<file path="config.mk">
export PLATFORM = sky130hd
export DESIGN_NAME = uart_rx_buf
export DESIGN_NICKNAME = d
export VERILOG_FILES = /design/src/rtl/uart_rx_buf.sv
export SDC_FILE = /design/constraint.sdc
export NUM_CORES = 1
export LEC_CHECK = 0
export ABC_AREA = 1
export CORE_ASPECT_RATIO = 0.9
export CORE_MARGIN = 10
export CORE_UTILIZATION = 48
export DETAILED_ROUTE_END_ITERATION = 7
export PLACE_DENSITY = 0.76
export SKIP_CTS_REPAIR_TIMING = 1
export SLEW_MARGIN = 0
export SYNTH_ARGS = -nofsm -noshare
export SYNTH_HDL_FRONTEND = slang
export SYNTH_SLANG_ARGS = --single-unit
</file>
<file path="constraint.sdc">
create_clock -name clock -period 1.95 [get_ports clock]
set_input_delay 0.39 -clock clock [delete_from_list [all_inputs] [get_ports clock]]
set_output_delay 0.39 -clock clock [all_outputs]
set_load 0.02 [all_outputs]
</file>
<file path="src/rtl/uart_rx_buf.sv">
//==============================================================================
// Module      : uart_rx_buf
// Description : Polled console receive buffer. Periodically asks the simulation
//               harness for a character and stores valid replies in a small
//               first-word fall-through FIFO read by the LSU MMIO path.
//               Optional macro UART_RX_CRLF_EN: store carriage return (8'h0D)
//               as line feed (8'h0A).
// Revision    : 1.0 - initial release
//==============================================================================
`default_nettype none

module uart_rx_buf #(
  parameter int DEPTH    = 4,   // FIFO entries, power of two in 2..16
  parameter int POLL_GAP = 16   // idle cycles between console polls, 1..255
) (
  input  logic                       clock,
  input  logic                       reset,
  output logic                       io_uart_in_valid,
  input  logic [7:0]                 io_uart_in_ch,
  output logic                       o_rx_valid,
  output logic [7:0]                 o_rx_ch,
  input  logic                       i_rx_ready,
  input  logic                       i_rx_flush,
  output logic [$clog2(DEPTH+1)-1:0] o_rx_count
);

  localparam int PW = $clog2(DEPTH);
  localparam int CW = $clog2(DEPTH+1);
  localparam logic [CW-1:0] C_DEPTH   = CW'(DEPTH);
  localparam logic [7:0]    C_GAP_MAX = 8'(POLL_GAP - 1);
  localparam logic [7:0]    C_NO_CHAR = 8'hFF;

  typedef enum logic [0:0] {
    S_IDLE = 1'b0,
    S_REQ  = 1'b1
  } state_t;

  state_t        state_q, state_d;
  logic [7:0]    gap_q, gap_d;
  logic [PW-1:0] wr_q, wr_d;
  logic [PW-1:0] rd_q, rd_d;
  logic [CW-1:0] count_q, count_d;
  logic [7:0]    mem_q [DEPTH];
  logic [7:0]    mem_d [DEPTH];

  logic          push_en;
  logic          pop_en;
  logic [7:0]    push_data;

  // A reply is only meaningful in the single REQ cycle; 8'hFF means "nothing".
  assign push_en = (state_q == S_REQ) && (io_uart_in_ch != C_NO_CHAR);
  assign pop_en  = (count_q != '0) && i_rx_ready;

`ifdef UART_RX_CRLF_EN
  // Normalise carriage return to line feed on the way into the FIFO.
  assign push_data = (io_uart_in_ch == 8'h0D) ? 8'h0A : io_uart_in_ch;
`else
  assign push_data = io_uart_in_ch;
`endif

  // Poll scheduler: count idle cycles, request once the gap has elapsed and
  // there is room for the reply, then return to idle after one cycle.
  always_comb begin
    state_d          = state_q;
    gap_d            = gap_q;
    io_uart_in_valid = 1'b0;
    case (state_q)
      S_IDLE: begin
        if (gap_q == C_GAP_MAX) begin
          if (count_q < C_DEPTH) begin
            state_d = S_REQ;
          end
        end else begin
          gap_d = gap_q + 8'd1;
        end
      end
      S_REQ: begin
        io_uart_in_valid = 1'b1;
        state_d          = S_IDLE;
        gap_d            = 8'd0;
      end
      default: begin
        state_d = S_IDLE;
        gap_d   = 8'd0;
      end
    endcase
    // Flush abandons any poll in progress and restarts the gap.
    if (i_rx_flush) begin
      state_d = S_IDLE;
      gap_d   = 8'd0;
    end
  end

  // FIFO bookkeeping: separate count keeps full and empty distinguishable
  // while the pointers simply wrap modulo DEPTH.
  always_comb begin
    mem_d   = mem_q;
    wr_d    = wr_q;
    rd_d    = rd_q;
    count_d = count_q;
    if (i_rx_flush) begin
      wr_d    = '0;
      rd_d    = '0;
      count_d = '0;
    end else begin
      if (push_en) begin
        mem_d[wr_q] = push_data;
        wr_d        = wr_q + PW'(1);
      end
      if (pop_en) begin
        rd_d = rd_q + PW'(1);
      end
      case ({push_en, pop_en})
        2'b10:   count_d = count_q + CW'(1);
        2'b01:   count_d = count_q - CW'(1);
        default: count_d = count_q;
      endcase
    end
  end

  // State register; reset outranks flush, push and pop.
  always_ff @(posedge clock) begin
    if (reset) begin
      state_q <= S_IDLE;
      gap_q   <= 8'd0;
      wr_q    <= '0;
      rd_q    <= '0;
      count_q <= '0;
      for (int i = 0; i < DEPTH; i++) begin
        mem_q[i] <= 8'h00;
      end
    end else begin
      state_q <= state_d;
      gap_q   <= gap_d;
      wr_q    <= wr_d;
      rd_q    <= rd_d;
      count_q <= count_d;
      mem_q   <= mem_d;
    end
  end

  assign o_rx_valid = (count_q != '0);
  assign o_rx_ch    = o_rx_valid ? mem_q[rd_q] : 8'h00;
  assign o_rx_count = count_q;

endmodule

`default_nettype wire

</file>
## Word-level counts from Yosys, hierarchy flattened

Cells that the tools add are included.
Widths: inputs -> output; s select.

- $add $sub $neg: 5
- Multiply operators: 0
- Divide/modulo/power cells: 0
- $lt $le $gt $ge: 4
- Equal/unequal tests: 5
- Shift operators: 0
- Muxes and demuxes: 14
- Bitwise operators: 4
- Reductions and logical operators: 7

Operators with widths:

| kind | number |
|---|---|
| $mux 8 | 5 |
| $bwmux 32 | 1 |
| $bmux 8 s2 | 1 |
| $demux 8 s2 | 1 |
| $pmux 8 s2 | 1 |
| $add 8x1->8 const B | 1 |
| $eq 8x4->1 const B | 1 |
| $ne 8x8->1 const B | 1 |
| $ge 3x3->1 const B | 2 |
| $not 2->3 | 2 |
| $pmux 3 s2 | 1 |
| $add 2x1->2 const B | 2 |
| $add 3x1->3 const B | 1 |
| $logic_and 1x1->1 | 3 |
| $lt 3x1->1 const B | 1 |
| $lt 3x3->1 const B | 1 |
| $mux 1 | 3 |
| $reduce_bool 3->1 | 1 |
| $sub 3x1->3 const B | 1 |
| $eq 2x1->1 const B | 1 |
| $eq 2x2->1 const B | 1 |
| $ne 2x2->1 const B | 1 |
| $not 1->1 | 2 |
| $pmux 1 s2 | 1 |
| other kinds (3) | 3 |

- Register bits: 48
- Latch bits: 0
- Bits in writable memories: 0
- ROM bits: 0
- Output and inout port bits: 13
- Word-level logic and storage cells: 48
- Memories kept: 0

## Depth between registers and ports, before layout

- Depth after elaboration: 6
- Depth in mapped cells: 12
- Mapped depth without buffers: 12

## Worst setup path after synthesis

No wires, ideal clock.

- Kind: register -> register
- Start point: register count_q[1], in the netlist o_rx_count[1]
- End point: register count_q[2], in the netlist o_rx_count[2]
- Data arrival time: 1.797 ns
- Data required time: 1.818 ns
- Path slack: 0.021 ns
- Cell stages (with the launch flop): 12
- Period minus slack after synthesis: 1.929 ns
- Cells stage by stage: dfxtp_1 > inv_1 > nand2_1 > nand2_1 > inv_1 > ha_1 > inv_1 > fa_1 > nor2_1 > nor2_1 > o21ai_0 > a21oi_1

- Cells in the longest elaborated chain, start to end: 4
- Elaborated cells between the ends (all ways): 8
- Classes of those cells: add/sub: 2; eq/ne: 2; mux: 1; reduce/logical: 3

RTL lines:

| what | line | RTL |
|---|---|---|
| start: declaration | 42 | `logic [CW-1:0] count_q, count_d;` |
| start signal: assignment | 137 | `count_q <= count_d;` |
| $reduce_bool 3->1 (*) | -- |  |
| net o_rx_valid | 20 | `output logic o_rx_valid,` |
| $logic_and 1x1->1 (*) | 52 | `assign pop_en = (count_q != '0) && i_rx_ready;` |
| net pop_en | 47 | `logic pop_en;` |
| $eq 2x1->1 or $eq 2x2->1 (tied branches) | 113 | `case ({push_en, pop_en})` |
| $pmux 3 s2 or $reduce_bool 2->1 (tied branches) | -- |  |

Mark *: on every way through the listed nets, which the timed path passes. The rest lies on a longest branch.
A chain may end at the register's enable or synchronous reset.

## Final worst setup path

- Start point: register rd_q[0]
- End point: output o_rx_ch[2]

- Cells in the longest elaborated chain, start to end: 5

RTL lines:

| what | line | RTL |
|---|---|---|
| start: declaration | 41 | `logic [PW-1:0] rd_q, rd_d;` |
| start signal: assignment | 136 | `rd_q <= rd_d;` |
| $not 2->3 (implied by the code) | 143 | `assign o_rx_ch = o_rx_valid ? mem_q[rd_q] : 8'h00;` |
| $bmux 8 s2 | 143 |  |
| $mux 8 (implied by the code) (2 in series) | 143 |  |
| $mux 8 | 143 |  |
| end: declaration | 21 | `output logic [7:0] o_rx_ch,` |

No other way between the ends. The select of a mux whose other input is x is not followed.

==> metrics <==
Synth-to-Final Area Change=28.7%; drt total wl=roughly 5500 µm; Buf/Inv on CP=3; Total Nets Final=~440; CTS tree=done; Chip Height=between 80 and 90 µm; Crit path required time=roughly 1.6 ns; clk_lat worst skew=0.30 ns; Final Skew=between 0.007 and 0.008 ns; commonest non-fill, non-tap cell in the layout=nand2_1; synth warn=0; flops & latches, synth=48; routability congestion estimate=0.821; critical-path cell list=inv_2 > buf_4 > a21oi_1 > o21ai_0 > a21oi_1 > buf_2; post-route ant nets=0; sequential cell area=965 µm²; clock slew seen by the registers of the worst setup and hold paths=0.09 ns; first-pass GRT wire length=between 9000 and 10000 µm; IO Pins=25; GRT overflow=0; Initial Utilization=49.1%; RSZ-0062 raised after global routing=no; Iteration-0 DRC Markers=150; port buffer count=24; fill count=about 430; Pwr Density=between 500 and 600 nW/µm²; crit-path max cell delay=0.37 ns; total CTS buffers=5; Static Leak=about 1.5 nW; Top delay family on crit path=buffers and inverters; largest net degree at the start of global routing=33; critical hold path startpoint=io_uart_in_ch[0]; Min Hold Slack=about 0.48 ns; final setup fails=0; commonest cells after routing, fill and taps aside=80 x nand2_1, 79 x nor2_1, 54 x inv_1; DR vias=roughly 2300; crit path DAT=1.47 ns; Period Utilization, post-route=a little over nine tenths; Slew headroom=77.3%; vias per inst=4.72; H-tree levels=2; initial antenna violation count=0; Max clock buf depth=2; Rows=24; RR Startpoint=o_rx_count[1]; Crit Path Class=flop to output port; Hold Fails Final Rpt=0; Sink Count=48; worst vdd ir=about 0.52 mV; post-synthesis cell count=about 360; Yosys cell types=18; core box area=4770 µm²; Fmax=roughly 540 MHz; global-route usage over all layers=14.6%; DRC viols=0; vias in the first global route=approximately 2200; First-pass DRT Iterations=4; Setup crit start kind=flop; slowest stage cell on the critical path=dfxtp_2; Routed WL per cell=approximately 12 µm; Least-Margin Pin Slew=~0.34 ns; fin. max-slew vios=0; area of the die=slightly above 8000 µm²; Multi-input gate area=1120 µm²; Worst path most repeated cell=a21oi_1; sequential share of the synthesized area=between 40% and 50%; final worst slack=~0.095 ns; cell area after synthesis=around 2300 µm²; Final Power=between 1.5 and 2 mW; share of layout cells above drive strength 1=14.1%; Final Critical Period=~1.9 ns; Die X=93.7 µm; Mapped Nets=roughly 380; Crit Path Max Fanout=6; outcome=complete, no violations; Final HPWL DP=around 4000 µm; max-cap viol count=0; Core Util, Final=a little over three fifths; Place WS=-0.432 ns; ANT cells=0; syn_area_per_cell=6.48 µm²; Worst Setup End Kind=output port; Worst Setup SP=rd_q[0]; Hold Crit Class=primary input to flop; root buf cell=clkbuf_8
-- worst register-to-register path: stages (launching register included) --
cell and delay, ns:
dfxtp_1 0.34, inv_1 0.05, nand2_1 0.09, buf_4 0.11, nand2_1 0.06, inv_1 0.08, ha_1 0.14, inv_1 0.06
fa_2 0.35, nand2_1 0.06, nand2_1 0.06, nor2_2 0.12, o21ai_1 0.06, a21oi_1 0.10
-- flip-flops by register name, summed over array words and instances (netlist names) --
name	count
gap_q	8
mem_q	32
o_rx_count	3
rd_q	2
state_q	1
wr_q	2
-- worst paths after layout --
kind,to,slack [ns],cells after the start
hold / removal,mem_q[8],0.48,4
setup reg to reg,o_rx_count[2],0.20,13
setup / recovery,o_rx_ch[2],0.09,6
hold reg to reg,gap_q[7],0.49,2
-- cell usage after synthesis, drive strengths merged --
cell type	count	area share [%]
a21oi	33	7.0
buf	9	2.3
clkbuf	2	0.32
clkinv	1	0.16
dfxtp	48	41
fa	1	0.85
ha	6	3.2
inv	55	8.8
nand2	82	13
nand3	4	0.85
nand4	6	1.6
nor2	82	13
nor3	4	0.85
nor4	1	0.27
o21ai	27	5.8
xor2	1	0.37
-- per-layer routing --
metal,up-vias,share of wire (%),track usage (%),routed length (µm)
met3,7,5.2,3.37,288
met1,1005,47,18.9,2600
met5,-,0,0,0
met4,0,0.90,3.31,50
met2,43,47,24.0,2600
li1,1220,-,-,-
-- where the power goes --
group          switching (mW)  internal [mW]
Sequential            0.00137          0.981
Clock                   0.334          0.289
Combinational          0.0413         0.0362
-- per-stage QoR --
| step | TNS, ns | cell area, µm² | cells |
|---|---|---|---|
| after floorplan | 0 | 2340 | 362 |
| after global placement | -1.08 | 2900 | 473 |
| after detailed placement | -1.18 | 2900 | 473 |
| after CTS | -3.41 | 3000 | 481 |
| after global routing | 0 | 3020 | 482 |
| final | 0 | 3020 | 482 |
-- logic make-up after synthesis --
family          count (synthesis)  synth area share, %
compound gates                 60                 12.8
simple gates                  179                 30.1
xor+xnor                        1                0.374
fa+ha+maj                       7                 4.06
flops                          48                 41.0
buf+inv                        67                 11.6
-- cell type report --
type / instances / area share [%]
Inverter: 56 / 6.97
Timing Repair Buffer: 58 / 18.0
Sequential cell: 48 / 32.0
Tap cell: 65 / 2.69
Multi-Input combinational cell: 247 / 37.2
Clock inverter: 1 / 0.249
Clock buffer: 7 / 2.86
Note: power is estimated with default switching activity, not from simulation.
